### config.mk
export PLATFORM = sky130hd
export DESIGN_NAME = ttt_board_ctrl
export DESIGN_NICKNAME = d
export VERILOG_FILES = /design/src/rtl/ttt_pkg.sv /design/src/rtl/ttt_win_detect.sv /design/src/rtl/ttt_board_ctrl.sv
export SDC_FILE = /design/constraint.sdc
export NUM_CORES = 1
export LEC_CHECK = 0
export CAP_MARGIN = 20
export CORE_UTILIZATION = 56
export DETAILED_ROUTE_END_ITERATION = 10
export HOLD_SLACK_MARGIN = 0.08
export PLACE_DENSITY_LB_ADDON = 0.3
export SLEW_MARGIN = 40
export SYNTH_ARGS = -nofsm -noshare
export SYNTH_HDL_FRONTEND = slang
export SYNTH_SLANG_ARGS = --single-unit
### constraint.sdc
create_clock -name clk -period 4.5 [get_ports clk]
set_input_delay 0.9 -clock clk [delete_from_list [all_inputs] [get_ports clk]]
set_output_delay 0.9 -clock clk [all_outputs]
set_load 0.02 [all_outputs]
### src/rtl/ttt_pkg.sv
// ttt_pkg: shared codes, FSM state, win lines and board helpers
// for the tic-tac-toe board controller and its win detector.
package ttt_pkg;

    localparam logic [1:0] CELL_EMPTY = 2'b00;
    localparam logic [1:0] CELL_X     = 2'b01;
    localparam logic [1:0] CELL_O     = 2'b10;

    localparam logic [1:0] ERR_NONE  = 2'b00;
    localparam logic [1:0] ERR_OCC   = 2'b01;
    localparam logic [1:0] ERR_RANGE = 2'b10;
    localparam logic [1:0] ERR_TURN  = 2'b11;

    localparam logic [1:0] WIN_NONE = 2'b00;
    localparam logic [1:0] WIN_X    = 2'b01;
    localparam logic [1:0] WIN_O    = 2'b10;
    localparam logic [1:0] WIN_DRAW = 2'b11;

    localparam logic [3:0] MAX_MOVES = 4'd9;

    typedef enum logic [1:0] {
        PLAY  = 2'b00,
        CHECK = 2'b01,
        DONE  = 2'b10
    } state_t;

    typedef struct packed {
        logic [1:0] xoro;
        logic [1:0] row;
        logic [1:0] col;
    } move_t;

    localparam logic [3:0] WIN_LINES [8][3] = '{
        '{4'd0, 4'd1, 4'd2},
        '{4'd3, 4'd4, 4'd5},
        '{4'd6, 4'd7, 4'd8},
        '{4'd0, 4'd3, 4'd6},
        '{4'd1, 4'd4, 4'd7},
        '{4'd2, 4'd5, 4'd8},
        '{4'd0, 4'd4, 4'd8},
        '{4'd2, 4'd4, 4'd6}
    };

    function automatic logic [3:0] cell_idx(
        input logic [1:0] row,
        input logic [1:0] col
    );
        return ({2'b00, row} * 4'd3) + {2'b00, col};
    endfunction

    // Indices past 8 read as empty so out-of-range
    // moves never alias onto a real cell.
    function automatic logic [1:0] cell_at(
        input logic [17:0] b,
        input logic [3:0]  idx
    );
        logic [1:0] c;
        c = CELL_EMPTY;
        for (int k = 0; k < 9; k++) begin
            if (idx == 4'(k)) c = b[2*k +: 2];
        end
        return c;
    endfunction

    function automatic logic [17:0] set_cell(
        input logic [17:0] b,
        input logic [3:0]  idx,
        input logic [1:0]  v
    );
        logic [17:0] r;
        r = b;
        for (int k = 0; k < 9; k++) begin
            if (idx == 4'(k)) r[2*k +: 2] = v;
        end
        return r;
    endfunction

    function automatic logic [1:0] other(input logic [1:0] m);
        return (m == CELL_X) ? CELL_O : CELL_X;
    endfunction

endpackage

### src/rtl/ttt_win_detect.sv
// ttt_win_detect: combinational three-in-a-row detector.
// Ports: board[17:0] in; win out (any line), win_mark[1:0] out.
module ttt_win_detect
    import ttt_pkg::*;
(
    input  logic [17:0] board,
    output logic        win,
    output logic [1:0]  win_mark
);

    always_comb begin
        win      = 1'b0;
        win_mark = CELL_EMPTY;
        for (int l = 0; l < 8; l++) begin
            if (!win
                && cell_at(board, WIN_LINES[l][0]) != CELL_EMPTY
                && cell_at(board, WIN_LINES[l][0])
                   == cell_at(board, WIN_LINES[l][1])
                && cell_at(board, WIN_LINES[l][1])
                   == cell_at(board, WIN_LINES[l][2])) begin
                win      = 1'b1;
                win_mark = cell_at(board, WIN_LINES[l][0]);
            end
        end
    end

endmodule

### src/rtl/ttt_board_ctrl.sv
// ttt_board_ctrl: owns the board, validates valid/ready moves, detects
// win/draw. Ports: clk, rst_n, new_game, mv_valid/mv_ready, mv_xoro,
// mv_row, mv_col in; registers, turn, mv_err, err_code, move_count,
// game_over, winner out. `define UNDO_EN adds input undo (one level).
module ttt_board_ctrl
    import ttt_pkg::*;
#(
    parameter logic [1:0] FIRST_PLAYER = 2'b01
) (
    input  logic        clk,
    input  logic        rst_n,
    input  logic        new_game,
    input  logic        mv_valid,
    output logic        mv_ready,
    input  logic [1:0]  mv_xoro,
    input  logic [1:0]  mv_row,
    input  logic [1:0]  mv_col,
`ifdef UNDO_EN
    input  logic        undo,
`endif
    output logic [17:0] registers,
    output logic [1:0]  turn,
    output logic        mv_err,
    output logic [1:0]  err_code,
    output logic [3:0]  move_count,
    output logic        game_over,
    output logic [1:0]  winner
);

    state_t      state, state_nx;
    move_t       mv;
    logic [3:0]  idx;
    logic        bad_range, bad_turn, bad_occ;
    logic        e_rng, e_trn, e_occ;
    logic        hs, legal, reject;
    logic        undo_go;
    logic        win;
    logic [1:0]  win_mark;
    logic [1:0]  code;

    logic [17:0] board_nx;
    logic [1:0]  turn_nx, err_code_nx, winner_nx;
    logic [3:0]  count_nx;
    logic        mv_err_nx, game_over_nx;

    assign mv        = {mv_xoro, mv_row, mv_col};
    assign idx       = cell_idx(mv.row, mv.col);
    assign bad_range = (mv.row == 2'd3) || (mv.col == 2'd3);
    assign bad_turn  = (mv.xoro != turn);
    assign bad_occ   = (cell_at(registers, idx) != CELL_EMPTY);

    // Mutually exclusive so the decoder below stays one-hot.
    assign e_rng = bad_range;
    assign e_trn = !bad_range && bad_turn;
    assign e_occ = !bad_range && !bad_turn && bad_occ;

`ifdef UNDO_EN
    logic [3:0] last_idx, last_idx_nx;
    logic       last_vld, last_vld_nx;
    assign undo_go = undo && last_vld
                     && (state == PLAY || state == DONE);
`else
    assign undo_go = 1'b0;
`endif

    // new_game and undo both steal the handshake edge.
    assign hs     = mv_valid && mv_ready && !new_game && !undo_go;
    assign legal  = hs && !(e_rng || e_trn || e_occ);
    assign reject = hs && (e_rng || e_trn || e_occ);

    ttt_win_detect u_win (
        .board    (registers),
        .win      (win),
        .win_mark (win_mark)
    );

    always_comb begin
        code = ERR_NONE;
        unique case (1'b1)
            e_rng:   code = ERR_RANGE;
            e_trn:   code = ERR_TURN;
            e_occ:   code = ERR_OCC;
            default: code = ERR_NONE;
        endcase
    end

    always_comb begin
        state_nx = state;
        mv_ready = (state == PLAY);
        unique case (state)
            PLAY:    if (legal) state_nx = CHECK;
            CHECK:   begin
                if (win || move_count == MAX_MOVES)
                    state_nx = DONE;
                else
                    state_nx = PLAY;
            end
            DONE:    state_nx = DONE;
            default: state_nx = PLAY;
        endcase
        if (undo_go)  state_nx = PLAY;
        if (new_game) state_nx = PLAY;
    end

    always_ff @(posedge clk or negedge rst_n) begin
        if (!rst_n) state <= PLAY;
        else        state <= state_nx;
    end

    always_comb begin
        board_nx     = registers;
        turn_nx      = turn;
        mv_err_nx    = 1'b0;
        err_code_nx  = err_code;
        count_nx     = move_count;
        game_over_nx = game_over;
        winner_nx    = winner;
`ifdef UNDO_EN
        last_idx_nx  = last_idx;
        last_vld_nx  = last_vld;
`endif
        if (legal) begin
            board_nx    = set_cell(registers, idx, mv.xoro);
            turn_nx     = other(turn);
            err_code_nx = ERR_NONE;
            if (move_count != MAX_MOVES)
                count_nx = move_count + 4'd1;
`ifdef UNDO_EN
            last_idx_nx = idx;
            last_vld_nx = 1'b1;
`endif
        end
        if (reject) begin
            mv_err_nx   = 1'b1;
            err_code_nx = code;
        end
        if (state == CHECK) begin
            if (win) begin
                game_over_nx = 1'b1;
                winner_nx    = win_mark;
            end else if (move_count == MAX_MOVES) begin
                game_over_nx = 1'b1;
                winner_nx    = WIN_DRAW;
            end
        end
`ifdef UNDO_EN
        if (undo_go) begin
            board_nx     = set_cell(registers, last_idx,
                                    CELL_EMPTY);
            turn_nx      = other(turn);
            game_over_nx = 1'b0;
            winner_nx    = WIN_NONE;
            last_vld_nx  = 1'b0;
            if (move_count != 4'd0)
                count_nx = move_count - 4'd1;
        end
`endif
        if (new_game) begin
            board_nx     = '0;
            turn_nx      = FIRST_PLAYER;
            err_code_nx  = ERR_NONE;
            count_nx     = 4'd0;
            game_over_nx = 1'b0;
            winner_nx    = WIN_NONE;
            mv_err_nx    = 1'b0;
`ifdef UNDO_EN
            last_vld_nx  = 1'b0;
`endif
        end
    end

    always_ff @(posedge clk or negedge rst_n) begin
        if (!rst_n) begin
            registers  <= '0;
            turn       <= FIRST_PLAYER;
            mv_err     <= 1'b0;
            err_code   <= ERR_NONE;
            move_count <= 4'd0;
            game_over  <= 1'b0;
            winner     <= WIN_NONE;
        end else begin
            registers  <= board_nx;
            turn       <= turn_nx;
            mv_err     <= mv_err_nx;
            err_code   <= err_code_nx;
            move_count <= count_nx;
            game_over  <= game_over_nx;
            winner     <= winner_nx;
        end
    end

`ifdef UNDO_EN
    always_ff @(posedge clk or negedge rst_n) begin
        if (!rst_n) begin
            last_idx <= 4'd0;
            last_vld <= 1'b0;
        end else begin
            last_idx <= last_idx_nx;
            last_vld <= last_vld_nx;
        end
    end
`endif

endmodule

Word-level counts from Yosys, hierarchy flattened
Index checks and enable logic that the tools add are counted.
{"block": "classes", "add_sub_neg": 2, "mul": 1, "n_eq_ne": 33, "n_mux": 60, "n_reduce_logical": 78}
{"cell": "$mux W2", "count": 39}
{"cell": "$mux W18", "count": 2}
{"cell": "$reduce_bool A2 Y1", "count": 18}
{"cell": "$eq A2 B2 Y1", "count": 16}
{"cell": "$logic_and A1 B1 Y1", "count": 30}
{"cell": "$reduce_and A2 Y1", "count": 11}
{"cell": "$eq A4 B3 Y1 const B", "count": 4}
{"cell": "$mux W1", "count": 14}
{"cell": "$mux W4", "count": 3}
{"cell": "$pmux W2 S3", "count": 2}
{"cell": "$logic_not A1 Y1", "count": 11}
{"cell": "$eq A4 B2 Y1 const B", "count": 2}
{"cell": "$eq A4 B4 Y1 const B", "count": 2}
{"cell": "$eq A2 B2 Y1 const B", "count": 3}
{"cell": "$reduce_bool A3 Y1", "count": 2}
{"cell": "$add A4 B1 Y4 const B", "count": 1}
{"cell": "$add A4 B2 Y4", "count": 1}
{"cell": "$eq A2 B1 Y1 const B", "count": 2}
{"cell": "$eq A4 B1 Y1 const B", "count": 1}
{"cell": "$logic_not A4 Y1", "count": 1}
{"cell": "$logic_or A1 B1 Y1", "count": 4}
{"cell": "$mul A2 B2 Y4 const B", "count": 1}
{"cell": "$ne A4 B4 Y1 const B", "count": 1}
{"cell": "$ne A3 B2 Y1 const B", "count": 1}
{"cell": "2 further kinds", "count": 2}
{"block": "totals", "ff_bits": 32, "output_inout_bits": 31}

Depth between registers and ports, before layout
Gate-level depths: netlist of run 1.
{"block": "depth", "ltp_word": 43, "ltp_mapped": 12}

Modules after synthesis
From an unflattened synthesis of run 1, not the netlist that was laid out.
{"block": "hier_totals", "hier_cells": 263, "hier_area_um2": 2362.3}
{"mod": "ttt_board_ctrl", "instances": 1, "cells_each": 177, "area_per_inst_um2": 1781.7, "seq_area_each_um2": 802.0}
{"mod": "ttt_win_detect", "instances": 1, "cells_each": 86, "area_per_inst_um2": 580.6, "seq_area_each_um2": 0.0}

Worst setup path after synthesis of run 1
No wires, ideal clock.
{"block": "synth_timing", "path_type": "input-to-reg", "start": "input mv_row[0]", "end": "register move_count[3]", "setup_ns": 0.078, "arrival_ns": 3.551, "required_ns": 4.422, "slack_ns": 0.871, "cell_stages": 10, "cell_sequence": "fa_1 -> ha_1 -> inv_1 -> fa_1 -> nand2b_1 -> o41ai_1 -> o2111ai_2 -> buf_6 -> or3_1 -> a21oi_1"}
{"block": "synth_between", "elab_chain_len": 19, "word_cells_on_any_way": 33}
{"item": "start, declared", "line_no": "ttt_board_ctrl.sv:16", "text": "input logic [1:0] mv_row,"}
{"item": "$mul A2 B2 Y4", "line_no": "ttt_pkg.sv:48", "text": "return ({2'b00, row} * 4'd3) + {2'b00, col};"}
{"item": "$add A4 B2 Y4", "line_no": "ttt_pkg.sv:48"}
{"item": "$logic_not A4 Y1", "line_no": "ttt_pkg.sv:60", "text": "if (idx == 4'(k)) c = b[2*k +: 2];"}
{"item": "$mux W2 (9 in series)", "line_no": "ttt_pkg.sv:60"}
{"item": "$reduce_bool A2 Y1", "line_no": "ttt_board_ctrl.sv:50", "text": "assign bad_occ = (cell_at(registers, idx) != CELL_EMPTY);"}
{"item": "$logic_and A1 B1 Y1", "line_no": "ttt_board_ctrl.sv:55", "text": "assign e_occ = !bad_range && !bad_turn && bad_occ;"}
{"item": "$logic_or A1 B1 Y1 (*)", "line_no": "ttt_board_ctrl.sv:68", "text": "assign legal = hs && !(e_rng || e_trn || e_occ);"}
{"item": "$logic_not A1 Y1 (*)", "line_no": "ttt_board_ctrl.sv:68"}
{"item": "$logic_and A1 B1 Y1 (*)", "line_no": "ttt_board_ctrl.sv:68"}
{"item": "$reduce_bool A2 Y1 (no source line) (*)"}
{"item": "$reduce_and A2 Y1 (no source line) (*)"}
{"item": "end signal, assigned", "line_no": "ttt_board_ctrl.sv:186", "text": "move_count <= count_nx;"}
{"item": "end, declared", "line_no": "ttt_board_ctrl.sv:25", "text": "output logic [3:0] move_count,"}
Every way passes the cells marked *; elsewhere a longest branch is shown, timed or not.
A chain may end at the register's enable or synchronous reset.

Final worst setup path of run 1
{"block": "layout_timing", "start": "input mv_row[0]", "end": "register registers[5]"}
{"block": "layout_between", "elab_chain_len": 19, "word_cells_on_any_way": 34}
{"item": "$mul A2 B2 Y4", "line_no": "ttt_pkg.sv:48"}
{"item": "$add A4 B2 Y4", "line_no": "ttt_pkg.sv:48"}
{"item": "$logic_not A4 Y1", "line_no": "ttt_pkg.sv:60"}
{"item": "$mux W2 (9 in series)", "line_no": "ttt_pkg.sv:60"}
{"item": "$reduce_bool A2 Y1", "line_no": "ttt_board_ctrl.sv:50"}
{"item": "$logic_and A1 B1 Y1", "line_no": "ttt_board_ctrl.sv:55"}
{"item": "$logic_or A1 B1 Y1", "line_no": "ttt_board_ctrl.sv:68"}
{"item": "$logic_not A1 Y1", "line_no": "ttt_board_ctrl.sv:68"}
{"item": "$logic_and A1 B1 Y1", "line_no": "ttt_board_ctrl.sv:68"}
{"item": "$reduce_bool A2 Y1 (no source line)"}
{"item": "$reduce_and A2 Y1 (no source line) (*)"}
{"item": "end signal, assigned", "line_no": "ttt_board_ctrl.sv:182", "text": "registers <= board_nx;"}
{"item": "end, declared", "line_no": "ttt_board_ctrl.sv:21", "text": "output logic [17:0] registers,"}
Marks and branches as above.

==> flow_summary.toml, run 1 <==
[setup_path]
start_kind = "primary input"
critical_path_class = "in -> reg"
path_cells = "clkdlybuf4s50_1, fa_1, ha_1, inv_1, fa_1, nand2b_1, o41ai_1, o2111ai_2, buf_4, nor2_1, a21oi_1, nor2_1"
required_ns = 4.72
worstPathArrival_ns = 4.48
cp_slowest_cell = "o41ai_1"
crit_fanout = 7
cpPeakStageDelay_ns = 0.57
end_kind = "register"

[place]
place_inst = 333
placed_area_um2 = 2540
gp_congestion = 0.930
dp_hpwl_mm = 4.18
portBuffers = 40

[power]
p_int_mw = 0.460
combPwrFrac = 0.176
power_mw = 0.635
irDropWorstVdd_uv = 239
sw_frac_of_total = 0.276
leakage_nw = 1.12
power.density_nw_per_um2 = 241
switchingPower_mw = 0.175
pwr-share-clk = 0.358
seq_power_share = 0.466

[floorplan]
core-area_um2 = 3470
io_pins = 41
start_util = 0.611
dieArea_um2 = 4040
rows = 21
dieWidth_um = 63.5
dieHeight_um = 63.5

[cells_and_area]
final_common_cell = "nor2_1"
n_fill_cell = 269
diodes = 0
syn2layout_area_growth_pct = 24.0
drive_gt1_frac = 0.0881
fin_nets = 311
fin_cells = 341
design_area_um2 = 2630
final_util = 0.758
final_cell_mix = "45 x nor2_1, 39 x clkdlybuf4s50_1, 31 x dfrtp_1, 23 x a21oi_1, 17 x nand2_1"

[detailed_routing]
vias_per_cell = 6.26
drt-pass1-iter-count = 6
final_antenna_net_count = 0
wl_mm = 5.95
via_count = 2133
drtIter0Drc = 286
drc = 0
wl_per_cell_um = 17.5

[clock_tree]
post_cts.repair.setup_buffers = 0
htreeDepth = 2
cts.sink_count = 32
cts-root-buf = "clkbuf_8"
cts_hold_buf = 0
cts_tree = "done"
clkTransAtPathRegs_ns = 0.07
clk_latency_ns = 0.29
numCtsBuffers = 5
clock_path_buffers = 2
cts_resized = 0

[yosys]
synth.area.mux_share = 0
synth_warnings = 0
ys_seq_area_frac = 0.378
syn_inst = 257
synth_fa_ha_area_frac = 0.0484
synth_top_area_frac = 0.366
yosysTopAreaCell = "dfrtp_1"
synth_cell_type_count = 52
synth-async-reset-ratio = 1.00
syn_nets = 274
synth_area_leaders = "dfrtp_1 37%, nor2_1 8.0%, a21oi_1 5.4%"
synth_area_per_cell_um2 = 8.25
ys.flop_type = "dfrtp_1"
yosys.area_share.simple = 0.301
synth-seq-cells = 32
synthXorXnorAreaFrac = 0.0165
synth_edf_count = 0
synth_compound_area_frac = 0.201
syn_area_um2 = 2120
synth_top_family_by_area = "simple AND/OR/NAND/NOR gates"

[global_route]
grt_usage = 0.323
grt_pass1_wl_mm = 9.89
grt-ovfl-total = 0
grt_pass1_vias = 2041
grt_max_degree = 32
grt_antenna_before_repair = 0

[sta]
finalCriticalPeriod_ns = 4.26
drv_slew = 0
post-route-period-util = 0.947
setup_tns_ns = 0
worst_pin_slew_ns = 0.569
relSlewSlack = 0.616
fmax_ghz = 0.235
rsz0062_at_grt = "false"
finClkSkew_ns = 0.00458
setup_viol = 0
finalHoldViolCount = 0

[status]
status = "finished, final reports clean"

[job]
maxCapViolCount = 0

[worst_hold_path]
worstHoldPathType = "reg -> reg"
-- path summary, 6_finish.rpt --
path                                  to    startpoint  cells past startpoint  slack, ns
min                            game_over     game_over                      2       0.51
max reg2reg                 registers[5]  registers[5]                      8       1.98
max in group asynchronous  registers[15]         rst_n                      2       3.40
min reg2reg                    game_over     game_over                      2       0.51
max                         registers[5]     mv_row[0]                     12       0.24
min in group asynchronous  move_count[0]         rst_n                      1       0.56
-- sequential cells by signal (all words and copies together) (netlist names) --
name and cells:
registers 18, move_count 4, err_code 2, state 2, turn 2, winner 2
game_over 1, mv_err 1
-- synth_stat cells (3+ instances only) --
master,count
clkbuf_1,8
buf_2,6
nor3_1,9
nand2_1,17
nor2b_1,4
and3_1,4
o21ai_0,6
nor4_1,5
dfrtp_1,31
inv_1,9
or3_1,6
ha_1,5
nand3_1,12
a21oi_1,23
nand4_1,3
nor3b_1,4
nor2_1,45
a31oi_1,10
-- power by group through the flow --
| stage | clock [mW] | sequential, mW | combinational (mW) |
|---|---|---|---|
| after CTS | 0.230 | 0.296 | 0.110 |
| after floorplan | 0 | 0.305 | 0.0606 |
| final | 0.227 | 0.296 | 0.111 |
| after detailed placement | 0 | 0.301 | 0.109 |
| after global routing | 0.246 | 0.296 | 0.120 |
| after global placement | 0 | 0.301 | 0.106 |
-- cells by family after synthesis --
kind of cell | count (synthesis)
AND/OR/NAND/NOR | 125
AO/OA/AOI/OAI | 64
flip-flops | 32
buffers and inverters | 25
adder cells (fa/ha/maj) | 7
XOR/XNOR | 4
-- routing by layer --
layer  wire [µm]  GRT usage  part of all wire
met1        2350      0.399              0.39
met5           0          0                 0
met2        2880      0.536              0.48
met4         265      0.176             0.045
met3         458     0.0507             0.077
-- worst max-delay path, delay by kind of cell --
family | cells | cell delay, ns
fa+ha+maj | 3 | 1.17
compound gates | 3 | 1.01
buf+inv | 3 | 0.78
simple gates | 3 | 0.61
-- through the flow --
step                hold WS [ns]  setup slack (ns)
floorplan                  0.496             0.871
global placement           0.480             0.200
detailed placement         0.502            0.0359
CTS                        0.518             0.266
global route               0.595            0.0420
finish                     0.512             0.240
-- area by class of cell --
| cell class | count | area [µm²] | area share |
|---|---|---|---|
| clock buffers | 6 | 82.6 | 0.0314 |
| clock inverters | 2 | 10.0 | 0.00381 |
| inverters | 9 | 33.8 | 0.0129 |
| multi-input cells | 200 | 1200 | 0.457 |
| flip-flops and latches | 32 | 802 | 0.305 |
| well taps | 46 | 57.6 | 0.0219 |
| repair buffers | 46 | 440 | 0.168 |
No activity file was read; power rests on OpenSTA's default activity.
==> run 2, diff against run 1 <==
--- a/config.mk
+++ b/config.mk
@@ -6,8 +6,10 @@
 export NUM_CORES = 1
 export LEC_CHECK = 0
 export CAP_MARGIN = 20
-export CORE_UTILIZATION = 56
+export CORE_MARGIN = 2
+export CORE_UTILIZATION = 65
 export DETAILED_ROUTE_END_ITERATION = 10
+export DONT_BUFFER_PORTS = 1
 export HOLD_SLACK_MARGIN = 0.08
 export PLACE_DENSITY_LB_ADDON = 0.3
 export SLEW_MARGIN = 40
==> constraint.sdc (replaced) <==
create_clock -name clk -period 4.5 [get_ports clk]
set_input_delay 0.45 -clock clk [delete_from_list [all_inputs] [get_ports clk]]
set_output_delay 0.45 -clock clk [all_outputs]
set_load 0.02 [all_outputs]
==> run 2 against run 1 <==
Sequential power rose by 2%; clock skew rose by 0.0062 ns; clock power fell by 26%; sequential cell count did not move; maximum frequency rose by 31%.
==> flow_summary.toml, run 2 (synthesized netlist as in run 1, its figures left out) <==
[worst_hold_path]
hold_path_depth = 1
min_to = "game_over"
worstHoldPathType = "in -> reg"
hold_start = "new_game"

[setup_path]
crit_start = "mv_row[0]"
r2r_slack_ns = 1.85
required_ns = 4.77
start_kind = "primary input"
end_kind = "register"
r2r_cells = 6
r2r-start = "registers[4]"
reg2reg_to = "turn[1]"
critical_path_class = "in -> reg"
crit_fanout = 12
worstPathArrival_ns = 3.52

[power]
sw_frac_of_total = 0.279
leakage_nw = 0.950
power.density_nw_per_um2 = 251
combPwrFrac = 0.142
irDropWorstVdd_uv = 241
pwr-share-clk = 0.309
switchingPower_mw = 0.153
seq_power_share = 0.549
p_int_mw = 0.395

[detailed_routing]
vias_per_cell = 6.64
drt-pass1-iter-count = 4
drtIter0Drc = 192
final_antenna_net_count = 0
drc = 0
wl_per_cell_um = 18.4
wl_mm = 5.42
via_count = 1958

[place]
portBuffers = 0
gp_congestion = 0.938
dp_hpwl_mm = 3.80

[sta]
setup_tns_ns = 0
finClkSkew_ns = 0.0108
setup_viol = 0
post-route-period-util = 0.722
fmax_ghz = 0.308
relSlewSlack = 0.602
finalCriticalPeriod_ns = 3.25
rsz0062_at_grt = "false"
finalHoldViolCount = 0
drv_slew = 0
worst_pin_slew_ns = 0.597

[floorplan]
dieArea_um2 = 3740
io_pins = 41
rows = 20
dieWidth_um = 61.1
core-area_um2 = 3080
dieHeight_um = 61.1
start_util = 0.689

[clock_tree]
cts.sink_count = 32
cts_tree = "done"
cts-root-buf = "clkbuf_4"
post_cts.repair.setup_buffers = 0
htreeDepth = 2
clk_latency_ns = 0.34
clkTransAtPathRegs_ns = 0.10
numCtsBuffers = 5
cts_hold_buf = 2
cts_resized = 0
clock_path_buffers = 2

[global_route]
grt-ovfl-total = 0
grt_antenna_before_repair = 0
grt_max_degree = 33
grt_pass1_vias = 1816
grt_usage = 0.320
grt_pass1_wl_mm = 8.53

[cells_and_area]
final_common_cell = "nor2_1"
final_cell_mix = "45 x nor2_1, 31 x dfrtp_1, 23 x a21oi_1, 17 x nand2_1, 12 x nand3_1"
fin_nets = 267
largest_reg_flops = 18
final_util = 0.710
reg_top3 = "registers x18, move_count x4"
drive_gt1_frac = 0.0797
syn2layout_area_growth_pct = 3.01
diodes = 0
registers.top_by_ff_count = "registers"

[job]
maxCapViolCount = 0

[status]
status = "finished, final reports clean"
run 2: layout make-up:
| class | count | area (µm²) |
|---|---|---|
| clock buffers | 6 | 51.3 |
| clock inverters | 2 | 10.0 |
| fillers | 243 | 893 |
| inverters | 9 | 33.8 |
| multi-input cells | 200 | 1200 |
| flip-flops and latches | 32 | 802 |
| well taps | 44 | 55.1 |
| repair buffers | 2 | 30.0 |
run 2: per-stage QoR:
step                      instance area, µm²  total power, mW  setup WS (ns)  hold slack, ns  instances
after global routing                    2180            0.572           1.05           0.149        295
after CTS                               2180            0.551           1.28           0.156        295
after global placement                  2090            0.372          0.999           0.155        285
after detailed placement                2090            0.374          0.891           0.155        285
final                                   2180            0.548           1.25           0.165        295
after floorplan                         2120            0.365           1.32           0.154        257
run 2: critical path, cell delays in order:
cell and delay [ns]:
fa_1 0.53, ha_1 0.16, inv_1 0.06, fa_1 0.46, nand2b_1 0.22, o41ai_1 0.54, o2111ai_2 0.39, or3b_2 0.56
a21oi_1 0.15
run 2: power by group through the flow:
stage | combinational, mW | clock (mW) | sequential, mW
after CTS | 0.0768 | 0.174 | 0.301
after floorplan | 0.0606 | 0 | 0.305
after detailed placement | 0.0682 | 0 | 0.306
after global placement | 0.0659 | 0 | 0.306
final | 0.0775 | 0.169 | 0.301
after global routing | 0.0866 | 0.184 | 0.301
run 2: routing by layer:
layer / share of wire / routed length (µm) / vias to the layer above / GRT usage
li1: - / - / 915 / -
met1: 0.39 / 2100 / 923 / 0.393
met2: 0.50 / 2700 / 112 / 0.540
met3: 0.095 / 513 / 8 / 0.0777
met4: 0.019 / 102 / 0 / 0.134
met5: 0 / 0 / - / 0
run 2: worst max path at each step:
stage          slack, ns            end
3_5_place_dp        0.89        turn[0]
6_report            1.25        turn[1]
3_3_place_gp         1.0        turn[0]
2_1_floorplan       1.32  move_count[3]
4_1_cts             1.28        turn[1]
5_1_grt             1.05        turn[1]
==> run 3, diff against run 2 <==
--- a/config.mk
+++ b/config.mk
@@ -7,7 +7,7 @@
 export LEC_CHECK = 0
 export CAP_MARGIN = 20
 export CORE_MARGIN = 2
-export CORE_UTILIZATION = 65
+export CORE_UTILIZATION = 57
 export DETAILED_ROUTE_END_ITERATION = 10
 export DONT_BUFFER_PORTS = 1
 export HOLD_SLACK_MARGIN = 0.08
==> constraint.sdc (replaced) <==
create_clock -name clk -period 2.9 [get_ports clk]
set_input_delay 0.29 -clock clk [delete_from_list [all_inputs] [get_ports clk]]
set_output_delay 0.29 -clock clk [all_outputs]
set_load 0.02 [all_outputs]
==> run 3 against run 2 <==
Largest cell class unchanged; final cell count rose by 8.5%; critical endpoint is now registers[5]; clock-buffer cell count rose by 1; register-to-register slack got worse by 1.5 ns; highest routed layer unchanged; non-clock buffer count rose by 21.
==> flow_summary.toml, run 3 (synthesized netlist as in run 1, its figures left out) <==
[power]
power_mw = 1.10
p_int_mw = 0.827
leakage_nw = 1.09
seq_power_share = 0.425
irDropWorstVdd_uv = 342
power.density_nw_per_um2 = 452
switchingPower_mw = 0.271
sw_frac_of_total = 0.247
combPwrFrac = 0.147
pwr-share-clk = 0.428

[clock_tree]
cts_tree = "done"
cts.sink_count = 32
cts_hold_buf = 3
post_cts.repair.setup_buffers = 0
clkTransAtPathRegs_ns = 0.07
cts-root-buf = "clkbuf_8"
clock_path_buffers = 2
numCtsBuffers = 5
clk_latency_ns = 0.28
cts_resized = 0
htreeDepth = 2

[setup_path]
end_kind = "register"
cp_slowest_cell = "fa_1"
required_ns = 3.06
path_cells = "fa_1, ha_1, inv_1, fa_1, nand2b_1, a21oi_1, a22oi_2, o2111ai_2, buf_12, nor2_1, buf_4, a21oi_1, nor2_1"
critical_path_class = "in -> reg"
crit_fanout = 7
worstPathArrival_ns = 2.87
cpPeakStageDelay_ns = 0.52
crit_buf_inv = 3
critPathTopFamily = "adder cells"
start_kind = "primary input"

[cells_and_area]
reg_top3 = "registers x18, move_count x4"
final_common_cell = "nor2_1"
registers.top_by_ff_count = "registers"
final_util = 0.674
fin_cells = 320
diodes = 0
fin_nets = 288
drive_gt1_frac = 0.154
syn2layout_area_growth_pct = 14.6
design_area_um2 = 2430
largest_reg_flops = 18
n_fill_cell = 297
final_cell_mix = "45 x nor2_1, 31 x dfrtp_1, 23 x a21oi_1, 19 x buf_4, 17 x nand2_1"

[global_route]
grt_pass1_vias = 2056
grt_pass1_wl_mm = 9.62
grt-ovfl-total = 0
grt_max_degree = 33
grt_usage = 0.298
grt_antenna_before_repair = 0

[sta]
post-route-period-util = 0.936
finClkSkew_ns = 0.00575
finalHoldViolCount = 0
hold_ws_ns = 0.157
fmax_ghz = 0.368
drv_slew = 0
setup_viol = 0
rsz0062_at_grt = "false"
finalCriticalPeriod_ns = 2.71
relSlewSlack = 0.597
worst_pin_slew_ns = 0.605

[worst_hold_path]
worstHoldPathType = "in -> reg"

[status]
status = "finished, final reports clean"

[floorplan]
dieHeight_um = 65.0
rows = 22
dieWidth_um = 65.0
core-area_um2 = 3610
start_util = 0.588
io_pins = 41
dieArea_um2 = 4220

[detailed_routing]
via_count = 2081
drtIter0Drc = 224
drc = 0
final_antenna_net_count = 0
vias_per_cell = 6.50
drt-pass1-iter-count = 5
wl_per_cell_um = 17.7
wl_mm = 5.67

[place]
place_inst = 309
gp_congestion = 0.878
dp_hpwl_mm = 3.96
placed_area_um2 = 2270
portBuffers = 0

[job]
maxCapViolCount = 0
[run 3: cell types whose count changed in the layout (fill, tap and decap cells not counted)]
cell,previous run,this run
o41ai_2,0,1
bufinv_16,0,1
buf_4,0,19
buf_12,1,2
clkbuf_4,5,0
o41ai_1,2,1
clkbuf_8,1,7
clkinv_2,2,0
buf_2,0,1
[run 3: final timing paths]
check                      slack, ns       endpoint         start  depth (start not counted)
max in group asynchronous       2.20        turn[0]         rst_n                          2
max reg2reg                     0.39      winner[0]  registers[4]                          6
min                             0.16        turn[0]      new_game                          2
min reg2reg                     0.57       state[1]      state[1]                          2
min in group asynchronous       0.46  registers[14]         rst_n                          2
max                             0.19   registers[5]     mv_row[0]                         13
[run 3: layer usage]
metal	wire (µm)	vias up	part of all wire	global-route usage
met2	2710	106	0.48	0.457
met1	2350	991	0.41	0.385
li1	-	958	-	-
met5	0	-	0	0
met4	179	0	0.032	0.168
met3	427	26	0.075	0.0729
[run 3: layout make-up]
cell class	count	area (µm²)	share of cell area
Sequential cell	32	802	0.330
Tap cell	48	60.1	0.0247
Clock buffer	7	96.3	0.0396
Multi-Input combinational cell	200	1210	0.498
Inverter	9	33.8	0.0139
Clock inverter	1	30.0	0.0124
Timing Repair Buffer	23	198	0.0814
[run 3: per-stage QoR]
stage | setup TNS [ns] | worst slack (ns)
finish | 0 | 0.186
global route | 0 | 0.0920
CTS | 0 | 0.176
detailed placement | -0.324 | -0.0525
global placement | -0.00805 | -0.00790
floorplan | 0 | 0.0524
[run 3: power groups by stage]
stage	Combinational [mW]	Sequential, mW	Clock (mW)
after CTS	0.161	0.467	0.473
after floorplan	0.0956	0.473	0
after global routing	0.177	0.467	0.493
after global placement	0.135	0.475	0
after detailed placement	0.138	0.475	0
final	0.162	0.467	0.470
